File: config.mk
export PLATFORM = sky130hd
export DESIGN_NAME = instr_encoder
export DESIGN_NICKNAME = d
export VERILOG_FILES = /design/src/rtl/pa_riscv.sv /design/src/rtl/instr_format_pack.sv /design/src/rtl/instr_encoder.sv
export SDC_FILE = /design/constraint.sdc
export NUM_CORES = 1
export LEC_CHECK = 0
export CAP_MARGIN = 10
export CORE_AREA = 2 2 77 87
export DETAILED_ROUTE_END_ITERATION = 10
export DIE_AREA = 0 0 79 89
export PLACE_DENSITY = 0.85
export SLEW_MARGIN = 20
export SYNTH_ARGS = -nofsm -noshare
export SYNTH_HDL_FRONTEND = slang
export SYNTH_SLANG_ARGS = --single-unit
File: constraint.sdc
create_clock -name i_clk -period 3.26 [get_ports i_clk]
set_input_delay 0.489 -clock i_clk [delete_from_list [all_inputs] [get_ports i_clk]]
set_output_delay 0.489 -clock i_clk [all_outputs]
set_load 0.05 [all_outputs]
File: src/rtl/pa_riscv.sv
// RISC-V opcode constants, field widths and format helpers shared by the instruction encoder.
package pa_riscv;

    localparam int OPC_W   = 7;
    localparam int REG_W   = 5;
    localparam int F3_W    = 3;
    localparam int IMM_W   = 32;
    localparam int INSTR_W = 32;

    localparam logic [OPC_W-1:0] OPC_R = 7'b0110011;
    localparam logic [OPC_W-1:0] OPC_I = 7'b0000011;
    localparam logic [OPC_W-1:0] OPC_S = 7'b0100011;
    localparam logic [OPC_W-1:0] OPC_B = 7'b1100011;

    typedef enum logic [2:0] {
        FMT_R,
        FMT_I,
        FMT_S,
        FMT_B,
        FMT_NONE
    } fmt_e;

    typedef enum logic {
        ST_EMPTY,
        ST_FULL
    } state_e;

    function automatic fmt_e decode_fmt(input logic [OPC_W-1:0] opcode);
        fmt_e fmt;
        case (opcode)
            OPC_R:   fmt = FMT_R;
            OPC_I:   fmt = FMT_I;
            OPC_S:   fmt = FMT_S;
            OPC_B:   fmt = FMT_B;
            default: fmt = FMT_NONE;
        endcase
        return fmt;
    endfunction

    // I/S immediates must be signed 12-bit; B must be signed 13-bit and even.
    function automatic logic imm_in_range(input fmt_e fmt, input logic [IMM_W-1:0] imm);
        logic ok;
        case (fmt)
            FMT_I, FMT_S: ok = (&imm[31:11]) || !(|imm[31:11]);
            FMT_B:        ok = ((&imm[31:12]) || !(|imm[31:12])) && !imm[0];
            default:      ok = 1'b1;
        endcase
        return ok;
    endfunction

endpackage

File: src/rtl/instr_format_pack.sv
// Pure combinational packing of register/immediate fields into a 32-bit R/I/S/B instruction word.
module instr_format_pack
    import pa_riscv::*;
(
    input  fmt_e               fmt,
    input  logic [OPC_W-1:0]   opcode,
    input  logic [REG_W-1:0]   rd,
    input  logic [REG_W-1:0]   rs1,
    input  logic [REG_W-1:0]   rs2,
    input  logic [F3_W-1:0]    funct3,
    input  logic               funct7bit5,
    input  logic [12:0]        imm,
    output logic [INSTR_W-1:0] instr
);

    always_comb begin
        instr = '0;
        case (fmt)
            FMT_R: instr = {1'b0, funct7bit5, 5'b00000, rs2, rs1, funct3, rd, opcode};
            FMT_I: instr = {imm[11:0], rs1, funct3, rd, opcode};
            FMT_S: instr = {imm[11:5], rs2, rs1, funct3, imm[4:0], opcode};
            FMT_B: instr = {imm[12], imm[10:5], rs2, rs1, funct3, imm[4:1], imm[11], opcode};
            default: instr = '0;
        endcase
    end

endmodule

File: src/rtl/instr_encoder.sv
// Encodes R/I-load/S/B requests into RISC-V words behind a one-entry valid/ready output register.
// Optional immediate range checking is enabled by defining INSTR_ENCODER_RANGE_CHECK_EN.
module instr_encoder
    import pa_riscv::*;
#(
    parameter int ADDR_W = 10
) (
    input  logic              i_clk,
    input  logic              i_srst,
    input  logic              i_clear,
    input  logic              i_reqValid,
    output logic              o_reqReady,
    input  logic [6:0]        i_operand,
    input  logic [4:0]        i_rd,
    input  logic [4:0]        i_rs1,
    input  logic [4:0]        i_rs2,
    input  logic [2:0]        i_funct3,
    input  logic              i_funct7bit5,
    input  logic [31:0]       i_imm,
    output logic              o_instrValid,
    input  logic              i_instrReady,
    output logic [31:0]       o_instr,
    output logic [ADDR_W-1:0] o_instrAddr,
    output logic [15:0]       o_count,
    output logic              o_err
);

    state_e              state_q, state_d;
    logic [INSTR_W-1:0]  instr_q, instr_d;
    logic [ADDR_W-1:0]   addr_q, addr_d;
    logic [15:0]         count_q, count_d;
    logic                err_q, err_d;

    fmt_e                fmt;
    logic                imm_ok;
    logic                req_bad;
    logic                accept;
    logic                load_word;
    logic                complete;
    logic [INSTR_W-1:0]  packed_word;

    assign fmt = decode_fmt(i_operand);

`ifdef INSTR_ENCODER_RANGE_CHECK_EN
    assign imm_ok = imm_in_range(fmt, i_imm);
`else
    logic unused_imm_hi;
    assign imm_ok        = 1'b1;
    assign unused_imm_hi = ^i_imm[31:13];
`endif

    instr_format_pack u_pack (
        .fmt        (fmt),
        .opcode     (i_operand),
        .rd         (i_rd),
        .rs1        (i_rs1),
        .rs2        (i_rs2),
        .funct3     (i_funct3),
        .funct7bit5 (i_funct7bit5),
        .imm        (i_imm[12:0]),
        .instr      (packed_word)
    );

    assign o_instrValid = (state_q == ST_FULL);
    assign o_reqReady   = !o_instrValid || i_instrReady;
    assign req_bad      = (fmt == FMT_NONE) || !imm_ok;
    assign accept       = i_reqValid && o_reqReady;
    assign load_word    = accept && !req_bad;
    assign complete     = o_instrValid && i_instrReady;

    always_comb begin
        state_d = state_q;
        instr_d = instr_q;
        addr_d  = addr_q;
        count_d = count_q;
        err_d   = 1'b0;

        if (i_clear) begin
            // Clear wins over any handshake in the same cycle, including a new request.
            state_d = ST_EMPTY;
            addr_d  = '0;
            count_d = '0;
        end else begin
            if (complete) begin
                addr_d = addr_q + ADDR_W'(4);
                if (count_q != 16'hFFFF) begin
                    count_d = count_q + 16'd1;
                end
            end

            // A new word loaded in the completion cycle inherits the advanced address.
            if (load_word) begin
                state_d = ST_FULL;
                instr_d = packed_word;
            end else if (complete) begin
                state_d = ST_EMPTY;
            end

            err_d = accept && req_bad;
        end
    end

    always_ff @(posedge i_clk) begin
        if (i_srst) begin
            state_q <= ST_EMPTY;
            instr_q <= '0;
            addr_q  <= '0;
            count_q <= '0;
            err_q   <= 1'b0;
        end else begin
            state_q <= state_d;
            instr_q <= instr_d;
            addr_q  <= addr_d;
            count_q <= count_d;
            err_q   <= err_d;
        end
    end

    assign o_instr     = instr_q;
    assign o_instrAddr = addr_q;
    assign o_count     = count_q;
    assign o_err       = err_q;

endmodule

==> run summary, run 1 <==
outcome: finished clean
R2R depth: 4
cells along the critical path: clkdlybuf4s50_1 -> nand2b_1 -> clkdlybuf4s50_1
worst min-delay path class: reg2reg
max-slew violation count: 0
CTS root buf: clkbuf_8
Iter 0 DRT Violations: 110
WHS Path Cells: 2
initial core utilization: 44.28%
most used flip-flop cell after synthesis: dfxtp_1
Clock Skews: 0.006174 ns
Seq/Total Area, Yosys: 43.12%
CP endpoint kind: output port
Critical Path AT: 2.07 ns
RSZ-0062 raised after global routing: false
gpl congestion: 0.8651
sequential cell area: 1161 sq um
max capacitance violation total: 0
WL/cell: 14.34 microns
Die Y: 89 microns
GRT overflow: 0
Ports: 124
number of diodes: 0
Reg clk slew, reported paths: 0.07 ns
hold endpoint: o_instr[0]$_SDFFE_PP0P_
Worst path slowest cell: clkdlybuf4s50_1
most frequent cells in the layout: clkdlybuf4s50_1, dfxtp_1, a21oi_1, o21ai_0, nand3_1
Req. time, crit path: 2.77 ns
initial antenna violation count: 0
Final Hold Vio Count: 0
die area: 7031 sq um
most common cell after layout, fill and taps aside: clkdlybuf4s50_1
Distinct cells, synth: 50
residual DRC count: 0
TritonCTS clock tree: yes
Post-layout nets: 486
cts repair resizes: 0
Top Family by Delay on Critical Path: buffers and inverters
Detail Route Antenna Nets: 0
WP buf/inv: 2
area of the multi-input gates: 1399 sq um
minimum clock period: 2.558 ns
CTS Buffer Depth: 2
critical path's most frequent cell: clkdlybuf4s50_1
Slew headroom: 54.12%
Hold-fix buffers, CTS: 0
largest net degree at the start of global routing: 29
critical path peak fanout: 5
clock sinks: 58
R2R setup slack: 1.27 ns
R2R Path End: o_count[11]$_SDFFE_PP0P_
Leakage: 1.427 nW
via-per-instance ratio: 5.573
Max Freq: 0.3909 GHz
synthesis-to-layout area growth: 50.60%
synthesis-stage register bit count: 58
Die X: 79 microns
measured slew at the worst slew-check pin: 0.6826 ns
Yosys warnings: 0
cells after synthesis: 322
number of global-route vias before repair: 2625
core area: 6081 sq um
fill cell count: 487
total wire length: 7.257 mm
H-Tree Depth: 3
Vias: 2820
crit start category: input port
fin crit share: 78.47%
reg2reg start: o_count[6]$_SDFFE_PP0P_
total CTS buffers: 9
Port Buffers: 102
setup tns final: 0 ns
DRT Pass-1 Iters: 5
DP Wirelength: 5.129 mm
first-pass GRT wire length: 11.69 mm
post-synthesis cell area: 2693 sq um
Min-Delay Startpoint: o_instr[0]$_SDFFE_PP0P_
post-CTS setup buffers: 0
final setup violation count: 0
WHS: 0.4705 ns
VDD IR max: 0.0003192 V
Skew-Pair Late Insertion Delay: 0.33 ns
number of synthesized flops with an enable pin: 0
share of cells above drive strength 1: 7.981%
CP max stage delay: 0.84 ns
Std-Cell Rows: 30
GRT Util Overall: 20.96%
crit path kind: in2out
Async SR Flop Fraction: 0%
Cell Pwr Density: 429.0 nW/um^2
Avg Inst Size Synth: 8.362 sq um
Yosys cell counts, drive strengths merged (5+ instances only):
cell type,n,area [sq um]
inv,13,48.80
a22o,5,43.79
a211oi,6,50.05
nand4,9,56.30
and3,5,32.53
clkbuf,18,68.81
nand3,23,115.1
o21ai,25,125.1
dfxtp,58,1161
xor2,7,61.31
nor2,20,75.07
a21oi,35,175.2
a21boi,5,37.54
o41ai,5,43.79
o22a,5,43.79
buf,5,32.53
or3,6,37.54
nand2,22,82.58
sequential cells by signal (all words and copies together), names as in the netlist:
| signal | cells |
|---|---|
| o_instr | 32 |
| o_count | 16 |
| o_instrAddr | 8 |
| o_err | 1 |
| o_instrValid | 1 |
routing by layer:
layer	track usage (%)	part of all wire (%)	vias to the layer above
li1	-	-	1380
met1	23.83	42	1327
met2	37.06	49	103
met3	6.667	7.2	10
met4	7.837	1.3	0
met5	0	0	-
worst reg2reg max path: stages, from the launching register on:
cell	delay, ns
dfxtp_1	0.48
nand4_1	0.17
or4_1	0.67
or4_1	0.44
a21oi_1	0.16
layout make-up:
class | count | share of cell area [%]
clock buffers | 9 | 3.055
clock inverters | 7 | 3.487
inverters | 13 | 1.203
multi-input cells | 229 | 34.50
flip-flops and latches | 58 | 28.63
well taps | 80 | 2.468
repair buffers | 110 | 26.66
logic make-up after synthesis:
family          synth area share (%)
compound gates                 25.46
xor+xnor                       2.602
fa+ha+maj                     0.9292
buf+inv                        5.576
flops                          43.12
mux                           0.7435
other cells                   0.1393
simple gates                   21.42
power breakdown:
group          switching, mW  internal [mW]  total (mW)
sequential           0.00116          0.710       0.712
combinational         0.0741         0.0723       0.146
clock                  0.297          0.585       0.881
total                  0.372           1.37        1.74
metrics by stage:
stage / worst slack [ns] / instances / instance area, sq um / total power [mW] / utilization, %
after global routing: 0.6795 / 506 / 4055 / 1.808 / 66.69
final: 0.7017 / 506 / 4055 / 1.739 / 66.69
after detailed placement: 0.7119 / 490 / 3784 / 0.8738 / 62.22
after global placement: 0.7396 / 490 / 3784 / 0.8719 / 62.22
after floorplan: 1.103 / 323 / 2696 / 0.7978 / -
after CTS: 0.7171 / 506 / 4049 / 1.756 / 66.58
worst max path at each step:
stage | start | endpoint | slack [ns] | cells past startpoint
2_1_floorplan | o_instrValid$_SDFFE_PP0P_ | o_instr[25]$_SDFFE_PP0P_ | 1.10 | 5
6_report | i_instrReady | o_reqReady | 0.70 | 3
5_1_grt | i_instrReady | o_reqReady | 0.68 | 3
4_1_cts | i_instrReady | o_reqReady | 0.72 | 3
3_5_place_dp | i_operand[2] | o_instr[30]$_SDFFE_PP0P_ | 0.71 | 5
3_3_place_gp | i_instrReady | o_reqReady | 0.74 | 3
No activity file was read; power rests on OpenSTA's default activity.
==> run 2, diff against run 1 <==
--- a/config.mk
+++ b/config.mk
@@ -6,10 +6,10 @@
 export NUM_CORES = 1
 export LEC_CHECK = 0
 export CAP_MARGIN = 10
-export CORE_AREA = 2 2 77 87
+export CORE_AREA = 2 2 85 95
 export DETAILED_ROUTE_END_ITERATION = 10
-export DIE_AREA = 0 0 79 89
-export PLACE_DENSITY = 0.85
+export DIE_AREA = 0 0 87 97
+export PLACE_DENSITY = 0.75
 export SLEW_MARGIN = 20
 export SYNTH_ARGS = -nofsm -noshare
 export SYNTH_HDL_FRONTEND = slang
==> constraint.sdc (replaced) <==
create_clock -name i_clk -period 2.1 [get_ports i_clk]
set_input_delay 0.315 -clock i_clk [delete_from_list [all_inputs] [get_ports i_clk]]
set_output_delay 0.315 -clock i_clk [all_outputs]
set_load 0.05 [all_outputs]
==> run summary, run 2 (synthesis gave the netlist of run 1 again) <==
initial core utilization: 36.43% (-7.8 points)
Reg clk slew, reported paths: 0.07 ns (about the same)
global routing usage on met3: 4.949% (-1.7 points)
Worst path slowest cell: clkdlybuf4s50_1
max capacitance violation total: 0 (unchanged)
CP endpoint kind: output port
Vias: 2848 (+0.99%)
outcome: finished clean
Clock Skews: 0.01207 ns (+0.005898 ns)
Cell Pwr Density: 571.6 nW/um^2 (+33%)
final setup violation count: 0 (unchanged)
Slew headroom: 63.94% (+9.8 points)
H-Tree Depth: 3 (unchanged)
number of diodes: 0 (unchanged)
TritonCTS clock tree: yes
via-per-instance ratio: 5.404 (-3.0%)
total wire length: 8.032 mm (+11%)
Die Y: 97 microns (+9.0%)
fill cell count: 661 (+36%)
WL/cell: 15.24 microns (+6.3%)
Ports: 124 (unchanged)
CTS Buffer Depth: 2 (unchanged)
RSZ-0062 raised after global routing: false
share of cells above drive strength 1: 12.05% (+4.1 points)
die area: 8439 sq um (+20%)
GRT overflow: 0 (unchanged)
Post-layout nets: 501 (+3.1%)
Detail Route Antenna Nets: 0 (unchanged)
Max Freq: 0.5084 GHz
crit start category: flip-flop
minimum clock period: 1.967 ns
post-CTS setup buffers: 0 (unchanged)
synthesis-to-layout area growth: 53.49%
crit path kind: reg2out
Leakage: 1.476 nW (+3.4%)
R2R depth: 4 (unchanged)
met1 Use GR: 25.32% (+1.5 points)
cells along the critical path: clkdlybuf4s50_1
measured slew at the worst slew-check pin: 0.5393 ns (-0.1433 ns)
fin crit share: 93.66%
Total Power: 2.362 mW (+36%)
Final Hold Vio Count: 0 (unchanged)
largest net degree at the start of global routing: 30 (+3.4%)
Critical Path AT: 1.65 ns (-0.42 ns)
DRT Pass-1 Iters: 4 (-1)
number of global-route vias before repair: 2737 (+4.3%)
core area: 7391 sq um (+22%)
Hold-fix buffers, CTS: 0 (unchanged)
met2 usage: 32.06% (-5.0 points)
total CTS buffers: 9 (unchanged)
GRT Util Overall: 19.69% (-1.3 points)
Port Buffers: 102 (unchanged)
worst min-delay path class: reg2reg
CTS root buf: clkbuf_8
setup ws final: 0.1332 ns (-0.5685 ns)
Iter 0 DRT Violations: 92 (-16%)
clock sinks: 58 (unchanged)
Die X: 87 microns (+10%)
Req. time, crit path: 1.78 ns (-0.99 ns)
Top Family by Delay on Critical Path: buffers and inverters
CP max stage delay: 0.86 ns (+0.02 ns)
most frequent cells in the layout: clkdlybuf4s50_1, dfxtp_1, a21oi_1, o21ai_0, nand3_1
Std-Cell Rows: 33 (+10%)
Skew-Pair Late Insertion Delay: 0.33 ns (about the same)
cts repair resizes: 0 (unchanged)
WHS Path Cells: 1 (-1)
residual DRC count: 0 (unchanged)
most used routing layer: met2
max reg flops: 32 (unchanged)
first-pass GRT wire length: 13.28 mm (+14%)
Crit path depth: 1 (-2)
initial antenna violation count: 0 (unchanged)
WP buf/inv: 1 (-1)
most common cell after layout, fill and taps aside: clkdlybuf4s50_1
VDD IR max: 0.0003027 V (-5.1%)
critical path peak fanout: 8 (+3)
gpl congestion: 0.8460 (-2.2%)
worst slack, placed: -0.03240 ns (-0.7443 ns)
DP Wirelength: 5.916 mm (+15%)
max-slew violation count: 0 (unchanged)
## run 2: metrics by stage
stage	setup TNS [ns]	std cells	hold WS, ns	utilization [%]	cell area (sq um)
3_3_place_gp	-0.02472	512	0.4434	53.31	3940
2_1_floorplan	-0.01664	323	0.4407	-	2709
4_1_cts	0	527	0.4632	55.92	4133
5_1_grt	0	527	0.4725	55.92	4133
6_report	0	527	0.4617	55.92	4133
3_5_place_dp	-0.03240	512	0.4460	53.31	3940
## run 2: where the power goes
group	internal [mW]	leakage (nW)	switching, mW
Combinational	0.125	0.913	0.122
Sequential	1.10	0.469	0.00187
Clock	0.569	0.0941	0.441
## run 2: metal layers
layer / up-vias / wire length (microns)
met1: 1346 / 3495
met4: 0 / 63
met5: - / 0
met3: 4 / 397
li1: 1409 / -
met2: 89 / 4076
## run 2: worst paths after layout
check	endpoint	slack (ns)	start
worst max-delay path	o_count[10]	0.13	o_count[10]$_SDFFE_PP0P_
worst min-delay path	o_instr[2]$_SDFFE_PP0P_	0.46	o_instr[2]$_SDFFE_PP0P_
worst max register to register	o_count[11]$_SDFFE_PP0P_	0.25	o_count[8]$_SDFFE_PP0P_
worst min register to register	o_instr[2]$_SDFFE_PP0P_	0.46	o_instr[2]$_SDFFE_PP0P_
## run 2: area by class of cell
cell class / instances / area (sq um) / area share [%]
multi-input combinational: 229 / 1401 / 33.91
timing repair buffer: 125 / 1216 / 29.43
sequential: 58 / 1165 / 28.19
clock buffer: 10 / 137.6 / 3.330
tap: 87 / 108.9 / 2.634
clock inverter: 5 / 55.05 / 1.332
inverter: 13 / 48.80 / 1.181
